File: src/rtl/seq_shifter.sv
// Sequential barrel-free shifter: moves the captured operand one bit per clock
// (SHL/SHR/SAR/ROL) and pulses done for one cycle when the result lands in dout.
module seq_shifter #(
  parameter  int WIDTH = 8,
  localparam int AMT_W = $clog2(WIDTH) + 1
) (
  input  logic             clk,
  input  logic             rst_n,
  input  logic             start,
  input  logic             abort,
  input  logic [1:0]       mode,
  input  logic [WIDTH-1:0] din,
  input  logic [AMT_W-1:0] amt,
  output logic             busy,
  output logic             done,
  output logic [WIDTH-1:0] dout
);

  typedef enum logic [1:0] {M_SHL = 2'b00, M_SHR = 2'b01, M_SAR = 2'b10, M_ROL = 2'b11} mode_e;
  typedef enum logic [1:0] {IDLE = 2'b00, SHIFT = 2'b01, DONE = 2'b10} state_e;

  // Operation context latched at start; never re-read from the ports afterwards.
  typedef struct packed {
    logic [1:0] mode;
    logic       msb;
  } op_t;

  state_e           state_q, state_d;
  op_t              op_q, op_d;
  logic [WIDTH-1:0] work_q, work_d;
  logic [AMT_W-1:0] cnt_q, cnt_d;
  logic [WIDTH-1:0] dout_q, dout_d;

  logic [AMT_W-1:0] k_eff;
  logic [WIDTH-1:0] step_val;

  function automatic logic [WIDTH-1:0] shift_one(input logic [WIDTH-1:0] w, input op_t op);
    logic [WIDTH-1:0] r;
    case (op.mode)
      M_SHL:   r = {w[WIDTH-2:0], 1'b0};
      M_SHR:   r = {1'b0, w[WIDTH-1:1]};
      M_SAR:   r = {op.msb, w[WIDTH-1:1]};
      default: r = {w[WIDTH-2:0], w[WIDTH-1]};
    endcase
    return r;
  endfunction

  // Rotates wrap modulo WIDTH (low bits of amt); linear shifts saturate at WIDTH.
  always_comb begin
    k_eff = amt;
    if (mode == M_ROL)
      k_eff = {1'b0, amt[AMT_W-2:0]};
    else if (amt > AMT_W'(WIDTH))
      k_eff = AMT_W'(WIDTH);
  end

  assign step_val = shift_one(work_q, op_q);

  always_comb begin
    state_d = state_q;
    op_d    = op_q;
    work_d  = work_q;
    cnt_d   = cnt_q;
    dout_d  = dout_q;
    case (state_q)
      IDLE: begin
        if (start && !abort) begin
          work_d = din;
          op_d   = '{mode: mode, msb: din[WIDTH-1]};
          cnt_d  = k_eff;
          if (k_eff == '0) begin
            state_d = DONE;
            dout_d  = din;
          end else begin
            state_d = SHIFT;
          end
        end
      end
      SHIFT: begin
        if (abort) begin
          state_d = IDLE;
        end else begin
          work_d = step_val;
          cnt_d  = cnt_q - AMT_W'(1);
          // Last step publishes the shifted value directly into dout.
          if (cnt_q == AMT_W'(1)) begin
            state_d = DONE;
            dout_d  = step_val;
          end
        end
      end
      DONE:    state_d = IDLE;
      default: state_d = IDLE;
    endcase
  end

  always_ff @(posedge clk or negedge rst_n) begin
    if (!rst_n) begin
      state_q <= IDLE;
      op_q    <= '0;
      work_q  <= '0;
      cnt_q   <= '0;
      dout_q  <= '0;
    end else begin
      state_q <= state_d;
      op_q    <= op_d;
      work_q  <= work_d;
      cnt_q   <= cnt_d;
      dout_q  <= dout_d;
    end
  end

  assign busy = (state_q != IDLE);
  assign done = (state_q == DONE);
  assign dout = dout_q;

endmodule

File: config.mk
export PLATFORM = sky130hd
export DESIGN_NAME = seq_shifter
export DESIGN_NICKNAME = d
export VERILOG_FILES = /design/src/rtl/seq_shifter.sv
export SDC_FILE = /design/constraint.sdc
export NUM_CORES = 1
export LEC_CHECK = 0
export ABC_AREA = 1
export BUFFER_PORTS_ARGS = -buffer_cell sky130_fd_sc_hd__buf_2
export CORE_MARGIN = 2
export CORE_UTILIZATION = 45
export DETAILED_ROUTE_END_ITERATION = 8
export PLACE_DENSITY = 0.75
export SLEW_MARGIN = 20
export SYNTH_ARGS = -nofsm -noshare
export SYNTH_HDL_FRONTEND = slang
export SYNTH_SLANG_ARGS = --single-unit
File: constraint.sdc
create_clock -name clk -period 2.6 [get_ports clk]
set_input_delay 0.52 -clock clk [delete_from_list [all_inputs] [get_ports clk]]
set_output_delay 0.52 -clock clk [all_outputs]
set_load 0.005 [all_outputs]
==> reports/metrics.yaml <==
outcome: "complete, no violations"
relSlewSlack_pct: 62.57
ff2ff_path_depth: 7
ir_drop_v: 0.0003871
cts_tree: "built"
synth.most_common_cell: "nand2_1"
p_seq_share_pct: 41.3
cts_root_buffer: "clkbuf_4"
maxCapViolations: 0
synth_async_sr_flop_share_pct: 100.0
p_clk_share_pct: 10.5
crit_path_end_kind: "output pin"
finalCritPeriodShare_pct: 68.29
fin_skew_ns: 0.002090
max_freq_ghz: 0.5632
drtIter0Drc: 72
hpwl_um: 2285
tritoncts.num_buffers: 3
grt_setup_unrepaired: "false"
yosysSeqAreaShare_pct: 42.88
io-pin-count: 28
power-per-cell-area_nw_per_um2: 1000
holdBufCountCts: 0
n_antenna_cell: 0
area_delta_synth_final_pct: 12.78
clock_path_buffers: 2
die_width_um: 60.94
die_area_um2: 3714
finalInstanceArea_um2: 1645
worst_slack_ns: 0.8245
synth_enable_flop_cells: 0
combPwrFrac_pct: 48.2
synth_common_cells: "nand2_1, dfrtp_1, inv_1, nand3_1, nor2_1"
required_ns: 2.08
grt_pass1_vias: 1198
grt_max_degree: 26
startpoint_type: "flip-flop"
hold_viol: 0
synthCells: 204
hold_path.class: "in -> async"
worstPathMaxFanout: 4
post-synth-top-area-cell: "dfrtp_1"
min_period_ns: 1.775
wl_per_cell_um: 10.93
finalNetCount: 253
placed_area_um2: 1619
clock-sinks: 25
h-tree-depth: 1
track_usage_pct: 18.43
core_um2: 3078
insertion_delay_ns: 0.32
synth.top_cell.area_share_pct: 42.88
rows: 20
layout-drive-gt1-share_pct: 18.53
ys_ff_latch: 25
drv_slew: 0
p_sw_w: 0.0007312
arrival_ns: 1.26
cts_resized: 0
fin_tns_setup_ns: 0
place_ws_ns: 0.9205
r2r_start: "state_q[1]"
grt_overflow_total: 0
switching_share_pct: 44.44
netlist_top_cells_area: "dfrtp_1, nand2_1, nand3_1"
ant_nets: 0
ff2ff_setup_slack_ns: 1.10
post-cts-setup-buffers: 0
r2r-end: "dout[3]"
wirelength_um: 3016
grt_pass1_wl_um: 5057
synthFlopType: "dfrtp_1"
vias: 1333
crit_type: "reg -> out"
start_util_pct: 47.40
first_pass_iters: 4
syn_area_per_cell_um2: 7.151
leakage_nw: 0.9676
yosysWarnings: 0
setup_viol: 0
vias_per_cell: 4.830
synth_fp_nets: 224
drc: 0
antenna_found_initial: 0
chipHeight_um: 60.94
io_buffers: 27
clk_pin_slew_ns: 0.13
p_int_w: 0.0009141
worst_pin_slew_ns: 0.5614
syn_area_um2: 1459
synthDistinctLibCells: 18
place_congestion: 0.8245
## metal layers
metal | share of wire (%) | track usage, %
met1 | 46 | 24.30
met2 | 50 | 31.95
met3 | 3.3 | 2.559
met4 | 0.96 | 4.658
met5 | 0 | 0
## cells by family after synthesis
group	synth area share [%]
DFF	42.88
and+or+nand+nor	41.85
adders and majority gates	1.715
AOI/OAI and AO/OA	5.060
muxes	0.7718
buffers and inverters	7.719
## metrics by stage
step	util, %	power, W	hold slack [ns]	cells
floorplan	-	0.001280	0.2244	204
global placement	52.60	0.001466	0.4608	272
detailed placement	52.60	0.001485	0.4607	272
CTS	53.46	0.001663	0.1879	276
global route	53.46	0.001823	0.1972	276
finish	53.46	0.001645	0.1719	276
## registers in the layout (all words and copies together), names as in the netlist
name and count:
work_q 8, cnt_q 4, state_q 2, op_q 3, dout 8
## placed cells by master (no fill, tap or decap), drive strengths merged
master  Yosys  layout
a21oi       7       7
o21ai       5       5
o31ai       1       1
clkbuf      0       4
o22ai       1       1
nand3      21      21
mux2        1       1
dfrtp      25      25
inv        22      22
nand2      97      97
nor2       19      19
buf         3      27
ha          2       2
## power by group through the flow
| stage | Sequential [W] | Clock, W | Combinational, W |
|---|---|---|---|
| finish | 0.000680 | 0.000173 | 0.000793 |
| global route | 0.000703 | 0.000195 | 0.000925 |
| CTS | 0.000680 | 0.000180 | 0.000803 |
| detailed placement | 0.000684 | 0 | 0.000801 |
| global placement | 0.000685 | 0 | 0.000780 |
| floorplan | 0.000673 | 0 | 0.000608 |
## area by class of cell
class / instances / area (um2)
clock buffer: 4 / 26.28
fill: 322 / 1433
tap: 44 / 55.05
inverter: 22 / 82.58
sequential: 25 / 625.6
multi-input combinational: 154 / 720.7
timing repair buffer: 27 / 135.1
## worst max-delay path by stage
| stage | slack, ns | start | endpoint |
|---|---|---|---|
| 6_report | 0.82 | state_q[1] | busy |
| 3_3_place_gp | 0.99 | abort | dout[4] |
| 3_5_place_dp | 0.92 | abort | dout[3] |
| 5_1_grt | 0.76 | state_q[1] | busy |
| 2_1_floorplan | 1.31 | abort | dout[1] |
| 4_1_cts | 0.82 | state_q[1] | busy |
## worst max-delay path: stages (launching register included)
cell and delay (ns):
dfrtp_1 0.49, nor2_2 0.21, inv_1 0.11, buf_2 0.14
(Power assumes the default switching activity.)
